==> src/rtl/parallel_to_serial_params_pkg.sv <==
// Shared parameters and types for the parallel-to-serial transmit datapath.
// Contents:
//   BAUD_*          cfg_baud encodings (00/01/10/11 = 9600/19200/38400/115200)
//   PARITY_*        cfg_parity_en encodings
//   MIN/MAX_NUM_PACKETS  legal burst length range
//   DATA_WIDTH, DIV_W    data bits per packet, baud divisor counter width
//   line_sel_t      line mux select driven to the external line mux
//   tx_state_t      transmit sequencer states
//   baud_div()      rounded clock-per-bit divisor for a baud selection
package parallel_to_serial_params_pkg;

  localparam logic [1:0] BAUD_9600   = 2'b00;
  localparam logic [1:0] BAUD_19200  = 2'b01;
  localparam logic [1:0] BAUD_38400  = 2'b10;
  localparam logic [1:0] BAUD_115200 = 2'b11;

  localparam logic PARITY_DISABLED = 1'b0;
  localparam logic PARITY_ENABLED  = 1'b1;

  localparam logic [9:0] MIN_NUM_PACKETS = 10'd1;
  localparam logic [9:0] MAX_NUM_PACKETS = 10'd1000;

  localparam int DATA_WIDTH = 8;
  localparam int DIV_W      = 13;

  typedef enum logic [2:0] {
    LINE_IDLE   = 3'd0,
    LINE_START  = 3'd1,
    LINE_DATA   = 3'd2,
    LINE_PARITY = 3'd3,
    LINE_STOP   = 3'd4
  } line_sel_t;

  typedef enum logic [2:0] {
    IDLE      = 3'd0,
    WAIT_DATA = 3'd1,
    START     = 3'd2,
    DATA      = 3'd3,
    PARITY    = 3'd4,
    STOP      = 3'd5
  } tx_state_t;

  // round(clk_hz / baud); clk_hz is a elaboration-time constant, so this
  // reduces to a four-way mux of constants.
  function automatic logic [DIV_W-1:0] baud_div(bit [1:0] sel, int clk_hz);
    int rate;
    case (sel)
      BAUD_9600:  rate = 9600;
      BAUD_19200: rate = 19200;
      BAUD_38400: rate = 38400;
      default:    rate = 115200;
    endcase
    return DIV_W'((clk_hz + rate / 2) / rate);
  endfunction

endpackage

==> src/rtl/piso_tx_controller_if.sv <==
// Upstream byte stream into the transmit controller.
// Ports (signals):
//   in_valid  source -> controller  byte valid
//   in_data   source -> controller  byte
//   in_ready  controller -> source  controller accepts byte
// Handshake: a byte transfers on a rising clk edge where in_valid and
// in_ready are both high. The source holds in_data stable while in_valid is
// high and not yet accepted; in_ready never depends combinationally on
// in_valid.
interface piso_tx_controller_if #(
  parameter int DATA_WIDTH = parallel_to_serial_params_pkg::DATA_WIDTH
);
  logic                  in_valid;
  logic [DATA_WIDTH-1:0] in_data;
  logic                  in_ready;

  modport master (output in_valid, output in_data, input in_ready);
  modport slave  (input in_valid, input in_data, output in_ready);
endinterface

==> src/rtl/piso_baud_gen.sv <==
// Bit-time generator: down-counter that reloads div-1 on restart or when it
// reaches zero; tick is high in the cycle the count is zero, so every bit
// time spans exactly div cycles after a restart.
// Ports: clk, rst (async, active high), restart (reload now), div (clocks
// per bit), tick (last cycle of the current bit time).
module piso_baud_gen
  import parallel_to_serial_params_pkg::*;
(
  input  logic             clk,
  input  logic             rst,
  input  logic             restart,
  input  logic [DIV_W-1:0] div,
  output logic             tick
);

  logic [DIV_W-1:0] cnt;

  always_ff @(posedge clk or posedge rst) begin
    if (rst) begin
      cnt <= '0;
    end else if (restart || cnt == '0) begin
      cnt <= div - DIV_W'(1);
    end else begin
      cnt <= cnt - DIV_W'(1);
    end
  end

  assign tick = (cnt == '0);

endmodule

==> src/rtl/piso_tx_controller.sv <==
// Sequencer for the PISO transmit datapath. Accepts a burst command, pulls
// bytes from the upstream stream and drives load/shift/line-select controls
// to an external shifter and line mux, one frame per byte.
// Ports:
//   clk, rst              clock, async active-high reset
//   cfg_baud/parity_en/num_pkts  burst configuration, latched on start
//   start                 one-cycle burst request
//   up                    upstream byte stream (slave side)
//   sh_load, sh_data      shifter load pulse and byte
//   sh_shift              shifter advance pulse
//   line_sel              line mux select
//   parity_bit            even parity of the current byte
//   busy, done, cfg_err   burst status / completion / rejected start
//   pkt_cnt               packets fully sent in the current burst
//   state_dbg             current sequencer state
module piso_tx_controller #(
  parameter int CLK_FREQ_HZ = 50_000_000,
  parameter int DATA_WIDTH  = parallel_to_serial_params_pkg::DATA_WIDTH
) (
  input  logic                                    clk,
  input  logic                                    rst,
  input  logic [1:0]                              cfg_baud,
  input  logic                                    cfg_parity_en,
  input  logic [9:0]                              cfg_num_pkts,
  input  logic                                    start,
  piso_tx_controller_if.slave                     up,
  output logic                                    sh_load,
  output logic [DATA_WIDTH-1:0]                   sh_data,
  output logic                                    sh_shift,
  output parallel_to_serial_params_pkg::line_sel_t line_sel,
  output logic                                    parity_bit,
  output logic                                    busy,
  output logic                                    done,
  output logic                                    cfg_err,
  output logic [9:0]                              pkt_cnt,
  output parallel_to_serial_params_pkg::tx_state_t state_dbg
);
  import parallel_to_serial_params_pkg::*;

  localparam int              IDX_W    = (DATA_WIDTH > 1) ? $clog2(DATA_WIDTH) : 1;
  localparam logic [IDX_W-1:0] LAST_IDX = IDX_W'(DATA_WIDTH - 1);

  tx_state_t        state;
  logic [DIV_W-1:0] div_q;
  logic             par_en_q;
  logic [9:0]       num_pkts_q;
  logic [IDX_W-1:0] bit_idx;
  logic             in_ready_q;
  logic             tick;
  logic             handshake;
  logic             cfg_ok;
  logic [9:0]       pkt_cnt_next;

  assign handshake    = (state == WAIT_DATA) && up.in_valid && in_ready_q;
  assign cfg_ok       = (cfg_num_pkts >= MIN_NUM_PACKETS) && (cfg_num_pkts <= MAX_NUM_PACKETS);
  assign pkt_cnt_next = pkt_cnt + 10'd1;
  assign up.in_ready  = in_ready_q;
  assign state_dbg    = state;

  // Restarting on the handshake aligns the first bit time with sh_load.
  piso_baud_gen u_baud_gen (
    .clk     (clk),
    .rst     (rst),
    .restart (handshake),
    .div     (div_q),
    .tick    (tick)
  );

  always_ff @(posedge clk or posedge rst) begin
    if (rst) begin
      state      <= IDLE;
      div_q      <= baud_div(BAUD_9600, CLK_FREQ_HZ);
      par_en_q   <= PARITY_DISABLED;
      num_pkts_q <= '0;
      bit_idx    <= '0;
      in_ready_q <= 1'b0;
      sh_load    <= 1'b0;
      sh_data    <= '0;
      sh_shift   <= 1'b0;
      line_sel   <= LINE_IDLE;
      parity_bit <= 1'b0;
      busy       <= 1'b0;
      done       <= 1'b0;
      cfg_err    <= 1'b0;
      pkt_cnt    <= '0;
    end else begin
      sh_load  <= 1'b0;
      sh_shift <= 1'b0;
      done     <= 1'b0;
      cfg_err  <= 1'b0;

      unique case (state)
        IDLE: begin
          if (start) begin
            if (cfg_ok) begin
              div_q      <= baud_div(cfg_baud, CLK_FREQ_HZ);
              par_en_q   <= cfg_parity_en;
              num_pkts_q <= cfg_num_pkts;
              pkt_cnt    <= '0;
              busy       <= 1'b1;
              in_ready_q <= 1'b1;
              state      <= WAIT_DATA;
            end else begin
              cfg_err <= 1'b1;
            end
          end
        end

        WAIT_DATA: begin
          if (handshake) begin
            in_ready_q <= 1'b0;
            sh_load    <= 1'b1;
            sh_data    <= up.in_data;
            parity_bit <= ^up.in_data;
            line_sel   <= LINE_START;
            state      <= START;
          end
        end

        START: begin
          if (tick) begin
            bit_idx  <= '0;
            line_sel <= LINE_DATA;
            state    <= DATA;
          end
        end

        DATA: begin
          if (tick) begin
            if (bit_idx == LAST_IDX) begin
              line_sel <= par_en_q ? LINE_PARITY : LINE_STOP;
              state    <= par_en_q ? PARITY : STOP;
            end else begin
              // Bit 0 is presented at load; each earlier-bit tick advances.
              sh_shift <= 1'b1;
              bit_idx  <= bit_idx + IDX_W'(1);
            end
          end
        end

        PARITY: begin
          if (tick) begin
            line_sel <= LINE_STOP;
            state    <= STOP;
          end
        end

        STOP: begin
          if (tick) begin
            pkt_cnt  <= pkt_cnt_next;
            line_sel <= LINE_IDLE;
            if (pkt_cnt_next == num_pkts_q) begin
              busy  <= 1'b0;
              done  <= 1'b1;
              state <= IDLE;
            end else begin
              in_ready_q <= 1'b1;
              state      <= WAIT_DATA;
            end
          end
        end

        default: state <= IDLE;
      endcase
    end
  end

endmodule

==> src/flat_wrapper.sv <==
// flat-port wrapper written by rule: the top's interface ports become plain ports
module piso_tx_controller_flat import parallel_to_serial_params_pkg::*;
#(
  parameter int CLK_FREQ_HZ = 50_000_000,
  parameter int DATA_WIDTH  = parallel_to_serial_params_pkg::DATA_WIDTH
)
  (clk, rst, cfg_baud, cfg_parity_en, cfg_num_pkts, start, sh_load, sh_data, sh_shift, line_sel, parity_bit, busy, done, cfg_err, pkt_cnt, state_dbg, up_in_valid, up_in_data, up_in_ready);
  piso_tx_controller_if #(.DATA_WIDTH(DATA_WIDTH)) up_i ();
  input  logic clk;
  input  logic rst;
  input  logic [1:0] cfg_baud;
  input  logic cfg_parity_en;
  input  logic [9:0] cfg_num_pkts;
  input  logic start;
  output logic sh_load;
  output logic [DATA_WIDTH-1:0] sh_data;
  output logic sh_shift;
  output parallel_to_serial_params_pkg::line_sel_t line_sel;
  output logic parity_bit;
  output logic busy;
  output logic done;
  output logic cfg_err;
  output logic [9:0] pkt_cnt;
  output parallel_to_serial_params_pkg::tx_state_t state_dbg;
  input wire logic [$bits(up_i.in_valid)-1:0] up_in_valid;
  input wire logic [$bits(up_i.in_data)-1:0] up_in_data;
  output wire logic [$bits(up_i.in_ready)-1:0] up_in_ready;
  assign up_i.in_valid = up_in_valid;
  assign up_i.in_data = up_in_data;
  assign up_in_ready = up_i.in_ready;
  piso_tx_controller #(.CLK_FREQ_HZ(CLK_FREQ_HZ), .DATA_WIDTH(DATA_WIDTH)) u_core (.clk(clk), .rst(rst), .cfg_baud(cfg_baud), .cfg_parity_en(cfg_parity_en), .cfg_num_pkts(cfg_num_pkts), .start(start), .up(up_i), .sh_load(sh_load), .sh_data(sh_data), .sh_shift(sh_shift), .line_sel(line_sel), .parity_bit(parity_bit), .busy(busy), .done(done), .cfg_err(cfg_err), .pkt_cnt(pkt_cnt), .state_dbg(state_dbg));
endmodule
==> config.mk <==
export PLATFORM = sky130hd
export DESIGN_NAME = piso_tx_controller_flat
export DESIGN_NICKNAME = d
export VERILOG_FILES = /design/src/rtl/parallel_to_serial_params_pkg.sv /design/src/rtl/piso_tx_controller_if.sv /design/src/rtl/piso_baud_gen.sv /design/src/rtl/piso_tx_controller.sv /design/src/flat_wrapper.sv
export SDC_FILE = /design/constraint.sdc
export NUM_CORES = 1
export LEC_CHECK = 0
export ABC_CLOCK_PERIOD_IN_PS = 10090
export CAP_MARGIN = 20
export CORE_ASPECT_RATIO = 1.5
export CORE_UTILIZATION = 45
export DETAILED_ROUTE_END_ITERATION = 6
export HOLD_SLACK_MARGIN = 0.05
export PLACE_DENSITY = 0.63
export SYNTH_ARGS = -nofsm -noshare
export SYNTH_HDL_FRONTEND = slang
export SYNTH_SLANG_ARGS = --single-unit
==> constraint.sdc <==
create_clock -name clk -period 10.09 [get_ports clk]
set_clock_uncertainty 0.05 [all_clocks]
set_input_delay 1.5135 -clock clk [delete_from_list [all_inputs] [get_ports clk]]
set_output_delay 1.5135 -clock clk [all_outputs]
set_load 0.05 [all_outputs]
# --- Yosys cells after proc, flatten, opt, wreduce, memory -nomap -nowiden ---
# Index checks and enable logic that the tools add are counted.
# Widths: inputs -> output; s select.
classes:
  add_sub_neg: 6
  n_lt_le_gt_ge: 2
  eq_ne: 20
  n_div: 1
  bitwise: 1
  n_reduce_logical: 20
  muxes: 51
op_table:
  columns: ["op", "count"]
  rows:
  - ["$mux 32", 3]
  - ["$mux 3", 17]
  - ["$pmux 17 s3", 1]
  - ["$add 27x32->32 const A", 1]
  - ["$add 32x1->32", 1]
  - ["$div 32x32->32", 1]
  - ["$mux 10", 3]
  - ["$sub 13x1->13 const B", 2]
  - ["$mux 1", 20]
  - ["$pmux 10 s2", 1]
  - ["$pmux 3 s6", 1]
  - ["$pmux 3 s5", 1]
  - ["$ne 2x1->1 const B", 7]
  - ["$logic_not 13->1", 1]
  - ["$mux 13", 1]
  - ["$add 10x1->10 const B", 1]
  - ["$eq 10x10->1", 1]
  - ["$ge 10x1->1 const B", 1]
  - ["$le 10x10->1 const B", 1]
  - ["$eq 3x3->1 const B", 3]
  - ["$ne 2x2->1 const B", 4]
  - ["$reduce_and 4->1", 2]
  - ["$reduce_and 8->1", 1]
  - ["$reduce_xor 8->1", 1]
  - ["other kinds (21)", 25]
word_totals:
  in_bits: 25
  wordCells: 117
  register_bits: 71

# --- Depth between registers and ports, before layout ---
# Gate-level depths: netlist of the first run.
depth:
  ltp_word: 9
  mapped_depth: 61

# --- By module ---
# From an unflattened synthesis of the first run, not the netlist that was laid out.
unflattened:
  cells_unflattened: 881
  area_unflattened_um2: 7043.0
by_module_without_submodules:
  columns: ["mod", "cells_per_inst", "n_inst", "seq_area_each_um2", "area_each_um2"]
  rows:
  - ["piso_tx_controller", 779, 1, 1406.3, 6050.8]
  - ["piso_baud_gen", 102, 1, 325.3, 992.2]

# --- Worst setup path after synthesis of the first run ---
# OpenSTA, ideal clock, no wires.
synth_timing:
  kind: "input-to-reg"
  from: "in cfg_baud[0]"
  to: "reg u_core.div_q[0]"
  setup_slack_ns: -0.005
  t_arrival_ns: 9.920
  n_path_buf: 5
  setup_time_ns: 0.124
  stages: 45
  required_time_ns: 9.916
  path_cell_list: "inv_1 > ha_1 > clkbuf_1 > inv_1 > clkbuf_1 > ha_1 > buf_2 > clkbuf_1 > o2111ai_1 > a31oi_1 > nor3_1 > nor2_1 > ha_1 > a21o_1 > or4_1 > o21a_1 > a22o_1 > ha_1 > (+9 left out) > a21oi_1 > o31a_1 > buf_4 > clkinv_1 > nor3_1 > or2_1 > ha_1 > a21oi_1 > a21oi_1 > a21oi_1 > and2_1 > o21a_1 > a211oi_1 > a2111oi_2 > a41oi_1 > mux2i_1 > a2bb2oi_1 > o21ai_1"
synth_via:
  elab_chain_cells: 8
synth_rtl:
  columns: ["item", "line", "source"]
  rows:
  - ["from (decl)", "flat_wrapper.sv:11", "input logic [1:0] cfg_baud;"]
  - ["$eq 2x2->1, or another cell as far along", "parallel_to_serial_params_pkg.sv:47", "case (sel)"]
  - ["$pmux 17 s3 *", "parallel_to_serial_params_pkg.sv:47", null]
  - ["$mux 32 *", "piso_tx_controller.sv:95", "if (cfg_ok) begin"]
  - ["$mux 32 *", "piso_tx_controller.sv:94", "if (start) begin"]
  - ["$mux 32 *", "piso_tx_controller.sv:92", "unique case (state)"]
  - ["$add 32x1->32 (no line)", null, null]
  - ["$add 27x32->32", "parallel_to_serial_params_pkg.sv:53", "return DIV_W'((clk_hz + rate / 2) / rate);"]
  - ["$div 32x32->32 *", "parallel_to_serial_params_pkg.sv:53", null]
  - ["to (signal assigned)", "piso_tx_controller.sv:72", "div_q <= baud_div(BAUD_9600, CLK_FREQ_HZ);"]
  - ["to (signal assigned)", "piso_tx_controller.sv:96", "div_q <= baud_div(cfg_baud, CLK_FREQ_HZ);"]
  - ["to (decl)", "piso_tx_controller.sv:44", "logic [DIV_W-1:0] div_q;"]
# Mark *: on every way between the ends. The rest lies on a longest branch, timed or not. The select of a mux whose other input is x is not followed.
# A chain may end at the register's enable or synchronous reset.

# --- Worst setup path after layout of the first run ---
# Ends and elaborated chain as after synthesis.

==> results of run 1 <==
state kept, by name (all words and copies together) (netlist names):
signal                 count
u_core.bit_idx             3
u_core.busy                1
u_core.cfg_err             1
u_core.div_q              11
u_core.done                1
u_core.line_sel            3
u_core.num_pkts_q         10
u_core.par_en_q            1
u_core.parity_bit          1
u_core.pkt_cnt            10
u_core.sh_data             8
u_core.sh_load             1
u_core.sh_shift            1
u_core.state_dbg           3
u_core.u_baud_gen.cnt     13
u_core.up.in_ready         1
worst max-delay path: cells and delay by family:
family	cells	cell delay (ps)
fa+ha+maj	6	1740
compound gates	21	3900
simple gates	10	2000
buf+inv	3	360
mux	1	160
per-layer routing:
metal,vias up,global-route usage,share of wire
li1,3237,-,-
met1,3286,0.2872,0.37
met5,-,0,0
met3,110,0.03211,0.056
met2,317,0.5220,0.51
met4,0,0.1986,0.066
through the flow:
| stage | instance area (um2) | util |
|---|---|---|
| after floorplan | 6730 | - |
| final | 8030 | 0.5502 |
| after global routing | 8030 | 0.5502 |
| after CTS | 7895 | 0.5410 |
| after detailed placement | 7567 | 0.5185 |
| after global placement | 7567 | 0.5185 |
worst max path at each step:
stage                      startpoint              end  slack (ps)
final                     cfg_baud[0]  u_core.div_q[0]         550
after global routing      cfg_baud[0]  u_core.div_q[0]         140
after CTS                 cfg_baud[0]  u_core.div_q[0]          90
after detailed placement  cfg_baud[0]  u_core.div_q[0]        -220
after global placement    cfg_baud[0]  u_core.div_q[0]          70
after floorplan           cfg_baud[0]  u_core.div_q[0]          80
cell usage in the layout (no fill, tap or decap), types with 5 or more instances in the layout:
cell type,count
xnor2_1,42
a21oi_1,56
o22ai_1,5
o21ai_1,5
mux2_2,18
nor2b_1,8
nor3_1,31
clkdlybuf4s50_1,53
nand4_1,10
buf_4,37
and3_1,11
clkbuf_16,9
a211oi_1,9
inv_2,6
o21ai_0,51
xor2_1,16
o21a_1,7
mux2i_1,17
ha_1,36
a21o_1,8
inv_1,24
nand2_1,90
dfrtp_1,65
nand2b_1,10
nand3_1,26
o211ai_1,9
and2_1,5
a31oi_1,14
o31ai_1,11
nor4_1,11
nor2_1,70
layout make-up:
class                           instances  area (um2)  share of cell area
Clock buffer                           13       260.3             0.03241
Clock inverter                          3       67.56            0.008414
Inverter                               30       112.6             0.01402
Multi-Input combinational cell        696        4765              0.5933
Sequential cell                        69        1732              0.2156
Tap cell                              196       245.2             0.03054
Timing Repair Buffer                   93       848.3              0.1056
cells by family after synthesis:
logic type	Yosys count
and+or+nand+nor	312
DFF	69
adders and majority gates	36
AOI/OAI and AO/OA	254
buffers and inverters	77
other	1
muxes	35
xor gates and xnor gates	58
power by group:
group	internal (uW)	switching [uW]	total [uW]
sequential	383	95.5	478
combinational	286	415	701
clock	230	111	341
total	899	622	1520
what timing repair did:
item,in CTS,in global routing
buffers inserted,0,5
hold buffers,0,0
gates resized for setup,0,21
endpoints found under the setup margin,0,1
==> metrics.txt, run 1 <==
outcome finished clean; #FFs+latches synth 69; DR iter-0 viols roughly 440; Pwr Total 1520 uW; Synth Area in Adders 0.06696; R2R setup slack 6290 ps; min-delay src u_core.parity_bit; YS warnings 0; Routed Antenna Nets 0; cts bufs inserted 9; commonest cells in the netlist nand2_1, nor2_1, dfrtp_1; Die Width 101.8 um; WS Path Type primary input to register; H-tree depth 3; largest net degree at the start of global routing 70; Main synth FF type dfrtp_1; RSZ-0062 raised after global routing no; largest family of logic cells by synthesized area compound AO/OA/AOI/OAI gates; nets 960; number of diodes 0; Post-DP HPWL around 16 mm; f_max between 0.1 and 0.15 GHz; layout cells sized above 1 0.1294; XOR/XNOR Fraction of Synth Area 0.07552; Fin Setup TNS 0 ps; Startpoint Class primary input; Syn-to-layout area delta 19.38%; reg2reg path depth 12; Crit path top cell by count ha_1; first-pass GRT wire length 33.75 mm; mux contribution to synthesized area 0.05543; FF-to-FF End u_core.u_baud_gen.cnt[11]; Hold WS 424.3 ps; clk sinks around 70; peak supply drop 0.1089 mV; total grt overflow 0; total track usage 0.2807; Starting Density 0.4609; Clk Latency, worst-skew pair ~330 ps; post-synthesis sequential area ratio 0.2574; Async S/R FF share, synth 1.000; Fill cells around 1.4k; Syn Inst Count roughly 840; floorplan core area 14,590 um2; Final GP Congestion about 1.0; Final Max Tran Viols 0; Crit path largest cell delay ~560 ps; top-count cell post-synth nand2_1; Hold Path End u_core.parity_bit; Synth area leaders dfrtp_1, ha_1, xnor2_1; MaxCap Viol Count 0; Die Y-Extent approximately 150 um; Mean Syn Cell Area ~8 um2; Worst EP arrival just under 10,000 ps; Slowest-stage cell, CP or4_4; final WL approximately 21 mm; CP Capture Type register; top-area cell type share of the netlist area 0.2418; CTS Buffer Depth 2; post-route setup slack 551.5 ps; vias in the first global route ~6.9k; P per Cell Area around 190 nW/um2; mapped cell area slightly below 7000 um2; Clock Root Buffer clkbuf_16; Post-Place Cells between 1k and 1.5k; first-pass iteration count of the detailed router 5; die area roughly 15,000 um2; critical-path maximum fanout 5; Place WS -216.4 ps; initial antenna violation count 0; Final min period between 9000 and 10,000 ps; Distinct cells, synth 96; vias per cell between 6 and 7; Slew @ Worst Pin approximately 960 ps; Slew headroom 0.3597; CP required slightly above 10,000 ps; I/O pins between 50 and 60; Mapped Nets approximately 900; cell row count 54; compound-gate portion of the synthesized area 0.2641; simple-gate share of the synthesized area 0.2333; remaining routing DRC violations 0; FF-to-FF Start u_core.state_dbg[2]; Hold Path Class register to register; cell accounting for the most synthesized area dfrtp_1; WHS Path Cells 2; Post-synth EDFFs 0; Final Cycle Share 0.9453; WL/cell 19.43 um; vias after detailed routing a little under 7k; # setup viols final 0; number of port buffers 55; Leak between 0.003 and 0.004 uW; Clock transition at path regs roughly 50 ps; Final Non-Filler Cells about 1.1k; CTS tree built; Hold Fails Final Rpt 0
Note: power is estimated with default switching activity, not from simulation.
==> inputs of run 2 (changes only) <==
Settings changed: ABC_CLOCK_PERIOD_IN_PS 10090 to 11200, DONT_BUFFER_PORTS from default to 1, PLACE_DENSITY 0.63 to 0.59.
Clock period 10.09 ns to 11.2 ns, I/O delays scaled along.
==> run 2 against run 1 <==
  * Clock power shrank 19%
  * Non-clock buffer count shrank 74
  * Utilization shrank 5.6 points
  * Sequential power grew 11%
  * Critical path depth grew 2
  * Register-to-register slack gained 750 ps
==> metrics.txt, run 2 (same netlist as run 1, synthesis figures left out) <==
global routing's busiest layer met2 (unchanged); Fin Setup TNS 0 ps (unchanged); Slew @ Worst Pin 1018 ps (was 957.0 ps); # setup viols final 0 (unchanged); outcome finished clean (unchanged); Startpoint Class primary input (unchanged); Final min period about 10,000 ps; number of port buffers 0 (was 55); total track usage 0.2826 (was 0.2807); initial antenna violation count 0 (unchanged); peak supply drop 0.09000 mV (was 0.1089 mV); floorplan core area 14,590 um2 (unchanged); R2R setup slack 7040 ps (was 6290 ps); RSZ-0062 raised after global routing no (unchanged); nets 886 (was 960); min-delay src u_core.div_q[2] (was u_core.parity_bit); Hold WS 464.4 ps (was 424.3 ps); Hold Path Class register to register (unchanged); H-tree depth 3 (unchanged); I/O pins 56 (unchanged); clk sinks 69 (unchanged); biggest regs u_core.u_baud_gen.cnt: 13 flops, u_core.div_q: 11 flops (unchanged); number of diodes 0 (unchanged); Starting Density 0.4609 (unchanged); cell row count 54 (unchanged); Hold Fails Final Rpt 0 (unchanged); critical-path maximum fanout 9 (was 5); Post-DP HPWL 15.77 mm (was 15.75 mm); WS Path Type primary input to register (unchanged); die area 15,450 um2 (unchanged); WHS Path Cells 1 (was 2); Slowest-stage cell, CP or4_1 (was or4_4); Syn-to-layout area delta 7.273% (was 19.38%); Crit path top cell by count ha_1 (unchanged); commonest non-fill, non-tap cell in the layout nand2_1 (unchanged); f_max 0.09625 GHz; Final Cycle Share 0.9277; Post-Layout Inst Area 7216 um2 (was 8030 um2); DR iter-0 viols 363 (was 435); M1 GR Usage 0.2810 (was 0.2872); vias after detailed routing 6,607 (was 6,950); Crit path largest cell delay 600 ps (was 560 ps); FF-to-FF Start u_core.state_dbg[0] (was u_core.state_dbg[2]); largest net degree at the start of global routing 70 (unchanged); final WL 21.21 mm (was 21.38 mm); vias per cell 6.440 (was 6.318); Clock Root Buffer clkbuf_16 (unchanged); first-pass iteration count of the detailed router 6 (was 5); Final GP Congestion 0.9661 (was 1.016); Biggest register u_core.u_baud_gen.cnt (unchanged); Clk Latency, worst-skew pair 330 ps (about the same); Hold Path End u_core.div_q[2] (was u_core.parity_bit); MaxCap Viol Count 0 (unchanged); first-pass GRT wire length 33.55 mm (was 33.75 mm); cts bufs inserted 9 (unchanged); GR Util met2 0.5196 (was 0.5220); FF-to-FF End u_core.u_baud_gen.cnt[11] (unchanged); Fill cells 1,479 (was 1,371); reg2reg path depth 11 (was 12); Die Y-Extent 151.7 um (unchanged); CTS tree built (unchanged); P per Cell Area 174.5 nW/um2 (was 189.3 nW/um2); met3 track demand over resource 0.03624 (was 0.03211); Die Width 101.8 um (unchanged); max reg flops 13 (unchanged); CP required 11,360 ps (was 10,240 ps); remaining routing DRC violations 0 (unchanged); CTS Buffer Depth 2 (unchanged); Clock transition at path regs 50 ps (about the same); CP Capture Type register (unchanged); WL/cell 20.67 um (was 19.43 um); most frequent cells in the layout nand2_1, nor2_1, dfrtp_1 (unchanged); Worst EP arrival 10,550 ps (was 9690 ps); total grt overflow 0 (unchanged); Slew headroom 0.3040 (was 0.3597); Pwr Total 1259 uW (was 1520 uW); vias in the first global route 6,664 (was 6,898); Routed Antenna Nets 0 (unchanged); Leak 0.003083 uW (was 0.003434 uW); layout cells sized above 1 0.1036 (was 0.1294); placed inst area 6915 um2 (was 7567 um2); Final Max Tran Viols 0 (unchanged)
-- run 2: changes by cell type in the layout (fill, tap and decap cells not counted), moves of 2 or more --
cell and change:
clkbuf_1 -2, inv_2 -2, o21ai_0 +2, buf_4 -18, clkinv_2 +4, a211oi_1 +2
a211oi_2 -2, clkdlybuf4s50_1 -53, clkbuf_8 -2, dlymetal6s2s_1 -2
-- run 2: worst max path at each step --
stage | from | to | slack (ps) | cells after the start
final | cfg_baud[0] | u_core.div_q[0] | 810 | 43
after global routing | cfg_baud[1] | u_core.div_q[0] | 150 | 44
after CTS | cfg_baud[0] | u_core.div_q[0] | 670 | 43
after detailed placement | cfg_baud[0] | u_core.div_q[0] | 320 | 43
after global placement | cfg_baud[0] | u_core.div_q[0] | 720 | 43
after floorplan | cfg_baud[0] | u_core.div_q[0] | 940 | 45
-- run 2: timing repair --
action,CTS,global route
endpoints found under the setup margin,0,1
resized for setup,0,2
hold buffers,0,0
buffers inserted,0,0
-- run 2: where the power goes --
group          switching (uW)  leakage [uW]  total [uW]  internal [uW]
combinational             254       0.00208         451            197
sequential                190      0.000854         532            342
clock                     105      0.000145         276            171
-- run 2: per-stage QoR --
step           setup slack (ps)  utilization  instances
2_1_floorplan             938.9            -        842
3_5_place_dp              320.2       0.4739       1010
3_3_place_gp              721.8       0.4739       1010
5_1_grt                   148.2       0.4944       1026
4_1_cts                   668.4       0.4938       1026
6_report                  810.1       0.4944       1026
-- run 2: metal layers --
metal	routed length (um)	share of wire	vias to the layer above
met4	1489	0.070	0
met3	1079	0.051	94
met1	7698	0.36	3158
met5	0	0	-
met2	10940	0.52	270
li1	-	-	3085
-- run 2: area by class of cell --
class                           count  area [um2]  area share
Clock buffer                        9       225.2     0.03121
Sequential cell                    69        1732      0.2400
Multi-Input combinational cell    696        4692      0.6503
Tap cell                          196       245.2     0.03399
Inverter                           30       112.6     0.01561
Clock inverter                      7       66.31    0.009190
Timing Repair Buffer               19       142.6     0.01977
-- run 2: worst max-delay path, delay by kind of cell --
| family | cells | cell delay [ps] |
|---|---|---|
| buffers and inverters | 4 | 600 |
| AOI/OAI and AO/OA | 23 | 4380 |
| muxes | 1 | 160 |
| adders and majority gates | 6 | 1640 |
| and+or+nand+nor | 9 | 2080 |
